`src/rtl/issue_stall_ctrl.sv`:
```
// issue_stall_ctrl: ID-side pipeline sequencer for the dual-issue core.
// Decides dual/single/no issue, builds the {MEM,EX,ID/EX,IF/ID} stall vector,
// inserts one bubble on load-use hazards and guards data-memory waits with a
// timeout watchdog.
module issue_stall_ctrl #(
  parameter int MEM_TIMEOUT = 255,
  parameter int CNT_W       = 32
) (
  input  logic             clk,
  input  logic             rst,
  input  logic             flush,
  input  logic             id_valid1,
  input  logic             id_valid2,
  input  logic [1:0]       id1_re,
  input  logic [9:0]       id1_raddr,
  input  logic             id1_we,
  input  logic [4:0]       id1_waddr,
  input  logic             id1_is_mem,
  input  logic [1:0]       id2_re,
  input  logic [9:0]       id2_raddr,
  input  logic             id2_is_mem,
  input  logic             id2_is_branch,
  input  logic             ex_we_i1,
  input  logic             ex_we_i2,
  input  logic [4:0]       ex_waddr_i1,
  input  logic [4:0]       ex_waddr_i2,
  input  logic             ex_is_load_i1,
  input  logic             ex_is_load_i2,
  input  logic             mem_req,
  input  logic             mem_ack,
  output logic [3:0]       stall,
  output logic             dual_issue,
  output logic             mem_timeout,
  output logic [CNT_W-1:0] stall_cycles
);

  localparam int TMR_W = (MEM_TIMEOUT < 2) ? 1 : $clog2(MEM_TIMEOUT + 1);

  typedef enum logic [1:0] {
    ST_RUN  = 2'd0,
    ST_WAIT = 2'd1,
    ST_ERR  = 2'd2
  } state_t;

  state_t           state_r;
  state_t           next_state_s;
  logic [TMR_W-1:0] timer_r;
  logic [TMR_W-1:0] next_timer_s;
  logic             timeout_set_s;
  logic [3:0]       stall_s;
  logic             dual_s;
  logic             lu1_s;
  logic             lu2_s;
  logic             pair_ok_s;

  // True when an enabled, non-zero source of {src2,src1} matches a writer.
  function automatic logic src_hit(input logic [1:0] re, input logic [9:0] raddr,
                                   input logic wr, input logic [4:0] waddr);
    logic h;
    h = 1'b0;
    if (wr && re[0] && (raddr[4:0] != 5'd0) && (raddr[4:0] == waddr)) begin
      h = 1'b1;
    end else begin
      h = h;
    end
    if (wr && re[1] && (raddr[9:5] != 5'd0) && (raddr[9:5] == waddr)) begin
      h = 1'b1;
    end else begin
      h = h;
    end
    return h;
  endfunction

  // Hazard detection and static pairing rules for the ID pair.
  always_comb begin
    lu1_s = id_valid1 &&
            (src_hit(id1_re, id1_raddr, ex_is_load_i1 && ex_we_i1, ex_waddr_i1) ||
             src_hit(id1_re, id1_raddr, ex_is_load_i2 && ex_we_i2, ex_waddr_i2));
    lu2_s = id_valid2 &&
            (src_hit(id2_re, id2_raddr, ex_is_load_i1 && ex_we_i1, ex_waddr_i1) ||
             src_hit(id2_re, id2_raddr, ex_is_load_i2 && ex_we_i2, ex_waddr_i2));
    pair_ok_s = id_valid1 && id_valid2 &&
                !src_hit(id2_re, id2_raddr, id1_we, id1_waddr) &&
                !(id1_is_mem && id2_is_mem) &&
                !id2_is_branch && !lu2_s;
  end

  // Next-state, timer update and stall vector per FSM state.
  always_comb begin
    next_state_s  = state_r;
    next_timer_s  = timer_r;
    timeout_set_s = 1'b0;
    stall_s       = 4'b0000;
    case (state_r)
      ST_RUN: begin
        if (flush) begin
          stall_s = 4'b0000;
        end else if (mem_req && !mem_ack) begin
          stall_s      = 4'b1111;
          next_state_s = ST_WAIT;
          next_timer_s = TMR_W'(1);
        end else if (lu1_s) begin
          // Single bubble: the load moves to MEM and forwards next cycle.
          stall_s = 4'b0001;
        end else begin
          stall_s = 4'b0000;
        end
      end
      ST_WAIT: begin
        if (flush || mem_ack) begin
          stall_s      = 4'b0000;
          next_state_s = ST_RUN;
          next_timer_s = TMR_W'(0);
        end else if (timer_r >= TMR_W'(MEM_TIMEOUT)) begin
          stall_s       = 4'b1111;
          timeout_set_s = 1'b1;
          next_state_s  = ST_ERR;
          next_timer_s  = TMR_W'(0);
        end else begin
          stall_s      = 4'b1111;
          next_timer_s = timer_r + TMR_W'(1);
        end
      end
      ST_ERR: begin
        if (flush) begin
          stall_s      = 4'b0000;
          next_state_s = ST_RUN;
          next_timer_s = TMR_W'(0);
        end else begin
          stall_s = 4'b1111;
        end
      end
      default: begin
        stall_s      = 4'b0000;
        next_state_s = ST_RUN;
        next_timer_s = TMR_W'(0);
      end
    endcase
    dual_s = !flush && (stall_s == 4'b0000) && pair_ok_s;
  end

  // Outputs are forced quiet while reset is held.
  always_comb begin
    if (rst) begin
      stall      = 4'b0000;
      dual_issue = 1'b0;
    end else begin
      stall      = stall_s;
      dual_issue = dual_s;
    end
  end

  // FSM state, wait timer, sticky timeout flag and saturating stall counter.
  always_ff @(posedge clk or posedge rst) begin
    if (rst) begin
      state_r      <= ST_RUN;
      timer_r      <= TMR_W'(0);
      mem_timeout  <= 1'b0;
      stall_cycles <= CNT_W'(0);
    end else begin
      state_r <= next_state_s;
      timer_r <= next_timer_s;
      if (timeout_set_s) begin
        mem_timeout <= 1'b1;
      end
      if (stall_s[0] && (stall_cycles != {CNT_W{1'b1}})) begin
        stall_cycles <= stall_cycles + CNT_W'(1);
      end
    end
  end

endmodule

```
`config.mk`:
```
export PLATFORM = sky130hd
export DESIGN_NAME = issue_stall_ctrl
export DESIGN_NICKNAME = d
export VERILOG_FILES = /design/src/rtl/issue_stall_ctrl.sv
export SDC_FILE = /design/constraint.sdc
export NUM_CORES = 1
export LEC_CHECK = 0
export BUFFER_PORTS_ARGS = -buffer_cell sky130_fd_sc_hd__buf_4
export CAP_MARGIN = 20
export CORE_ASPECT_RATIO = 0.75
export CORE_MARGIN = 2
export CORE_UTILIZATION = 45
export CTS_CLUSTER_DIAMETER = 40
export DETAILED_ROUTE_END_ITERATION = 8
export PLACE_DENSITY = 0.72
export SYNTH_ARGS = -nofsm -noshare
export SYNTH_HDL_FRONTEND = slang
export SYNTH_SLANG_ARGS = --single-unit
```
`constraint.sdc`:
```
create_clock -name clk -period 2.2 [get_ports clk]
set_input_delay 0.22 -clock clk [delete_from_list [all_inputs] [get_ports clk]]
set_output_delay 0.22 -clock clk [all_outputs]
set_load 0.1 [all_outputs]
```
==> impl_metrics.csv, run 1 <==
group,metric,value,unit
sta,rsz0062_at_grt,"false",
sta,relSlewSlack,0.330,
sta,hold_viol_final,0,
power_and_ir_drop,vdd_drop_max,385,uV
synth,synth_top_area_cell,"dfrtp_1",
grt,grt-ovfl-total,0,
critical_path,crit_arrival,1.90,ns
clock_network,cts_max_path_buffers,2,
critical_path,cp_max_fo,6,
clock_network,cts_tree,"done",
cells_and_area,area_delta_synth_final,34.8,%
placement,port-buffer-count,91,
sta,setup_violations,0,
clock_network,path_clk_slew,0.09,ns
detailed_routing,drcViolationCount,0,
synth,yosys-top-cells-area,"dfrtp_1 (36%), xnor2_1 (13%), xor2_1 (11%)",
grt,grt_pass1_wl,12700,um
synth,synthArstFlopShare,1.00,
power_and_ir_drop,p_leak,0.00166,uW
power_and_ir_drop,clkPwrFrac,0.184,
synth,netlist_area,0.00298,mm2
placement,post-place-cells,472,
placement,hpwl,6200,um
cells_and_area,diodes,0,
floorplanning,fp.dieW,98.0,um
cells_and_area,final_common_cell,"buf_4",
synth,synthesis.instances,302,
synth,yosysSeqAreaShare,0.361,
synth,synth_nets,358,
grt,grt_pass1_vias,2492,
synth,synth-adder-area-share,0.00840,
critical_path,crit_path_start_kind,"flip-flop",
grt,antenna_found_initial,0,
detailed_routing,ant_nets,0,
detailed_routing,wl,7850,um
power_and_ir_drop,seqPwrFrac,0.378,
clock_network,cts_buffers,5,
synth,synthMuxAreaShare,0.00378,
clock_network,insertion_delay,0.30,ns
clock_network,clock_sinks,43,
cells_and_area,finalNetCount,454,
clock_network,cts_max_level,2,
floorplanning,dieArea,0.00729,mm2
floorplanning,initial_core_util,0.469,
sta,worst_clock_skew,0.0149,ns
sta,slew_viol_final,0,
floorplanning,coreArea,0.00635,mm2
cells_and_area,drive_above_1_share,0.431,
power_and_ir_drop,p_sw_frac,0.460,
sta,hold_ws,0.128,ns
sta,period_minus_slack,2.12,ns
synth,synth_top_flop_cell,"dfrtp_1",
floorplanning,die_h,74.5,um
synth,yosys.area_share.simple,0.278,
cells_and_area,final_cells,480,
power_and_ir_drop,p_comb_frac,0.438,
clock_network,cts_root_buf,"clkbuf_8",
detailed_routing,num_vias,2651,
critical_path,worstSetupPathType,"flip-flop to output port",
run,cap_violations,0,
detailed_routing,dr.pass1.iters,4,
detailed_routing,drt_iter0_drc,142,
power_and_ir_drop,power-per-cell-area,701,mW/mm2
critical_path,endpoint_kind,"output port",
floorplanning,rows,25,
detailed_routing,vias_per_cell,5.52,
synth,ys_ff_latch,43,
floorplanning,io_pins,92,
synth,ys_types,51,
grt,grtUsageTotal,0.220,
synth,synthXorXnorAreaFrac,0.235,
grt,grt_max_degree,45,
synth,avgSynthCellArea,9.86,um2
synth,synth_top_area_share,0.361,
power_and_ir_drop,p_int,1520,uW
placement,globalplace.congestion,0.925,
sta,min_period_over_period,0.964,
synth,synth-edff-count,0,
sta,tightest_slew,1.01,ns
sta,max_freq,471,MHz
detailed_routing,wl_per_cell,16.3,um
cells_and_area,layout_common_cells,"buf_4 (100), xnor2_1 (43), xor2_1 (37)",
synth,synth_top_family_by_area,"simple AND/OR/NAND/NOR gates",
status,status,"finished clean",
power_and_ir_drop,switchingPower,1290,uW
clock_network,cts_hold_buf,0,
synth,ys_warn_count,0,
synth,synth-compound-area-share,0.0806,
power_and_ir_drop,power.total,2810,uW
min_path,hold_path_class,"primary input to asynchronous set/reset pin",
critical_path,required,1.98,ns
cells_and_area,filler_cell_count,534,
[final timing paths]
path | depth (start not counted) | slack, ns | to | from
setup / recovery | 6 | 0.08 | dual_issue | state_r[1]$_DFFE_PP0P_
hold / removal | 3 | 0.13 | stall_cycles[16]$_DFFE_PP0P_ | rst
setup reg to reg | 8 | 0.14 | stall_cycles[22]$_DFFE_PP0P_ | state_r[0]$_DFFE_PP0P_
hold reg to reg | 1 | 0.48 | mem_timeout$_DFFE_PP0P_ | mem_timeout$_DFFE_PP0P_
max in group asynchronous | 3 | 1.63 | stall_cycles[1]$_DFFE_PP0P_ | rst
min in group clk | 3 | 0.24 | state_r[0]$_DFFE_PP0P_ | mem_req
[registers in the layout (all words and copies together), names as in the netlist]
register and cells:
mem_timeout 1, stall_cycles 32, state_r 2, timer_r 8
[repair_timing]
item,CTS,global route
resized for setup,3,6
endpoints found under the setup margin,2,8
setup buffers,0,0
pin swaps,0,1
[power groups by stage]
stage          logic (uW)  clock network [uW]  registers [uW]
2_1_floorplan         295                   0            1660
3_3_place_gp         1220                   0            1070
3_5_place_dp         1230                   0            1080
4_1_cts              1230                 536            1060
5_1_grt              1290                 575            1080
6_report             1230                 519            1060
[worst max-delay path, cell delays in order, from the launching register on]
cell	delay [ns]
dfrtp_1	0.43
nor4b_2	0.07
buf_4	0.15
o311a_4	0.13
a221oi_4	0.30
and4_2	0.25
buf_4	0.29
[per-stage QoR]
stage / setup WS, ns / TNS [ns] / instance area (um2) / utilization
final: 0.0783 / 0 / 4020 / 0.632
after global routing: 0.000726 / 0 / 4020 / 0.632
after CTS: 0.00500 / 0 / 3980 / 0.626
after detailed placement: 0.00487 / 0 / 3870 / 0.610
after global placement: 0.0818 / 0 / 3870 / 0.610
after floorplan: -0.106 / -0.170 / 3080 / -
[cells by family (layout without fill, tap and decap cells)]
kind of cell	after synthesis	after routing
buffers and inverters	15	112
DFF	43	43
muxes	1	1
adders and majority gates	2	2
AOI/OAI and AO/OA	30	30
xor gates and xnor gates	80	80
and+or+nand+nor	131	131
[synth_stat cells, types with 2 or more instances]
master / instances
xnor2_1: 43
xor2_1: 37
o22ai_1: 3
o32ai_2: 2
or2_2: 2
clkbuf_2: 2
a21oi_1: 2
nor2_1: 12
nand3_1: 14
inv_1: 2
nor4_2: 5
or4_1: 2
nor3_2: 3
ha_1: 2
nor3b_1: 2
a21o_1: 2
nor3_1: 13
buf_4: 2
and4_1: 5
nor4b_1: 3
buf_6: 4
nand4_1: 16
nor4_1: 5
and3_1: 7
nand2_1: 23
nand2b_1: 2
o311a_1: 2
nor4b_2: 4
nand3b_1: 2
dfrtp_1: 43
or3_1: 3
clkbuf_1: 5
o21ai_0: 10
[routing by layer]
| metal | global-route usage | vias to the layer above | wire length, um |
|---|---|---|---|
| li1 | - | 1280 | - |
| met1 | 0.328 | 1302 | 3800 |
| met2 | 0.333 | 62 | 3560 |
| met3 | 0.0432 | 7 | 433 |
| met4 | 0.0525 | 0 | 55 |
| met5 | 0 | - | 0 |
[area by class of cell]
class / count / area (um2) / share of cell area
inverter: 2 / 11.3 / 0.00280
clock buffer: 7 / 86.3 / 0.0215
timing repair buffer: 102 / 791 / 0.197
sequential: 43 / 1160 / 0.290
tap: 81 / 101 / 0.0252
clock inverter: 1 / 5.00 / 0.00125
multi-input combinational: 244 / 1860 / 0.462
Note: power is estimated with default switching activity, not from simulation.
==> run 2, diff against run 1 <==
--- a/config.mk
+++ b/config.mk
@@ -7,12 +7,14 @@
 export LEC_CHECK = 0
 export BUFFER_PORTS_ARGS = -buffer_cell sky130_fd_sc_hd__buf_4
 export CAP_MARGIN = 20
+export CELL_PAD_IN_SITES_DETAIL_PLACEMENT = 2
+export CELL_PAD_IN_SITES_GLOBAL_PLACEMENT = 2
 export CORE_ASPECT_RATIO = 0.75
 export CORE_MARGIN = 2
-export CORE_UTILIZATION = 45
+export CORE_UTILIZATION = 31
 export CTS_CLUSTER_DIAMETER = 40
 export DETAILED_ROUTE_END_ITERATION = 8
-export PLACE_DENSITY = 0.72
+export PLACE_DENSITY_LB_ADDON = 0.1
 export SYNTH_ARGS = -nofsm -noshare
 export SYNTH_HDL_FRONTEND = slang
 export SYNTH_SLANG_ARGS = --single-unit
==> run 2 against run 1 <==
  * Worst hold slack improved by 0.033 ns
  * Worst setup slack improved by 0.0027 ns
  * Largest power group unchanged
  * Clock power increased by 46%
  * Global-route usage decreased by 1.0 points
  * Largest cell class unchanged
  * Clock skew decreased by 0.0086 ns
  * Non-clock buffer count increased by 3
==> impl_metrics.csv, run 2 (synthesized netlist as in run 1, its figures left out) <==
group,metric,value,unit
status,status,"finished clean",
sta,setup_tns,0,ns
clock_network,insertion_delay,0.29,ns
clock_network,cts_buffers,5,
cells_and_area,finalNetCount,457,
sta,min_period_over_period,0.963,
sta,max_freq,472,MHz
floorplanning,rows,30,
cells_and_area,area_delta_synth_final,41.0,%
critical_path,crit_arrival,1.90,ns
cells_and_area,diodes,0,
cells_and_area,drive_above_1_share,0.448,
critical_path,required,1.98,ns
grt,grt_pass1_vias,3008,
placement,hpwl,8080,um
grt,antenna_found_initial,0,
clock_network,cts_hold_buf,0,
min_path,hold_path_class,"primary input to asynchronous set/reset pin",
critical_path,crit_path_start_kind,"flip-flop",
cells_and_area,largest_register_ffs,32,
grt,grtUsageTotal,0.210,
placement,dpl-instance-area,0.00395,mm2
detailed_routing,vias_per_cell,5.16,
sta,rsz0062_at_grt,"false",
placement,globalplace.congestion,0.833,
sta,tightest_slew,1.06,ns
detailed_routing,wl_per_cell,19.8,um
sta,relSlewSlack,0.296,
sta,worst_clock_skew,0.00628,ns
clock_network,cts_max_path_buffers,2,
floorplanning,initial_core_util,0.324,
detailed_routing,num_vias,2737,
grt,grt_pass1_wl,16800,um
sta,hold_viol_final,0,
clock_network,cts_max_level,2,
placement,port-buffer-count,91,
clock_network,cts_tree,"done",
detailed_routing,drt_iter0_drc,87,
critical_path,cp_max_fo,6,
critical_path,worstSetupPathType,"flip-flop to output port",
power_and_ir_drop,power-per-cell-area,738,mW/mm2
detailed_routing,wl,10500,um
sta,period_minus_slack,2.12,ns
detailed_routing,dr.pass1.iters,4,
floorplanning,io_pins,92,
clock_network,cts_root_buf,"clkbuf_16",
clock_network,path_clk_slew,0.06,ns
cells_and_area,layout_common_cells,"buf_4 (101), xnor2_1 (43), xor2_1 (37)",
sta,slew_viol_final,0,
sta,setup_violations,0,
power_and_ir_drop,vdd_drop_max,1100,uV
detailed_routing,drcViolationCount,0,
detailed_routing,ant_nets,0,
floorplanning,coreArea,0.00920,mm2
cells_and_area,reg.largest.list,"stall_cycles (32), timer_r (8), state_r (2)",
cells_and_area,stdcell_area,0.00420,mm2
run,cap_violations,0,
floorplanning,dieArea,0.0104,mm2
cells_and_area,final_common_cell,"buf_4",
cells_and_area,fin_util,0.457,
critical_path,endpoint_kind,"output port",
floorplanning,die_h,88.9,um
grt,grt_max_degree,45,
cells_and_area,top_register,"stall_cycles",
clock_network,clock_sinks,43,
floorplanning,fp.dieW,117,um
grt,grt-ovfl-total,0,
power_and_ir_drop,p_leak,0.00173,uW
-- run 2: final cells by class --
type / instances / area, um2
flip-flops and latches: 43 / 1160
multi-input cells: 244 / 1900
clock buffers: 7 / 143
well taps: 128 / 160
clock inverters: 1 / 5.00
inverters: 2 / 11.3
repair buffers: 105 / 821
fillers: 999 / 5000
-- run 2: report_power, final --
part | switching, uW | leakage (uW) | internal, uW
Clock | 306 | 0.0000739 | 451
Combinational | 909 | 0.00115 | 344
Sequential | 160 | 0.000503 | 932
Total | 1370 | 0.00173 | 1730
-- run 2: timing repair --
item	CTS	global route
pin swaps	0	1
buffers inserted	0	1
resized for setup	10	9
setup endpoints to repair	14	23
-- run 2: final timing paths --
kind / depth (start not counted) / to / from / slack [ns]
worst max register to register: 7 / stall_cycles[1]$_DFFE_PP0P_ / state_r[0]$_DFFE_PP0P_ / 0.13
max in group asynchronous: 3 / stall_cycles[18]$_DFFE_PP0P_ / rst / 1.57
worst min-delay path: 3 / state_r[0]$_DFFE_PP0P_ / rst / 0.16
min in group clk: 3 / state_r[0]$_DFFE_PP0P_ / mem_req / 0.23
worst max-delay path: 7 / stall[0] / state_r[0]$_DFFE_PP0P_ / 0.08
worst min register to register: 1 / mem_timeout$_DFFE_PP0P_ / mem_timeout$_DFFE_PP0P_ / 0.48
-- run 2: layer usage --
metal | wire length (um) | vias up | global-route usage
met5 | 0 | - | 0
met4 | 57 | 0 | 0.0332
met3 | 604 | 5 | 0.0393
met2 | 4850 | 69 | 0.345
met1 | 4990 | 1375 | 0.296
li1 | - | 1288 | -
-- run 2: stage by stage --
stage	worst slack [ns]	total power, uW	instances	hold WS (ns)
2_1_floorplan	-0.106	1960	302	0.224
3_3_place_gp	0.0204	2310	521	0.461
3_5_place_dp	-0.0248	2340	521	0.461
4_1_cts	0.0110	3130	529	0.200
5_1_grt	0.00331	3230	530	0.217
6_report	0.0811	3100	530	0.161
-- run 2: critical path, stage by stage (launching register included) --
cell and delay, ns:
dfrtp_2 0.45, nor4b_4 0.26, buf_4 0.17, o311a_4 0.21, a221oi_4 0.07, buf_6 0.16
nor2_4 0.10, buf_12 0.19
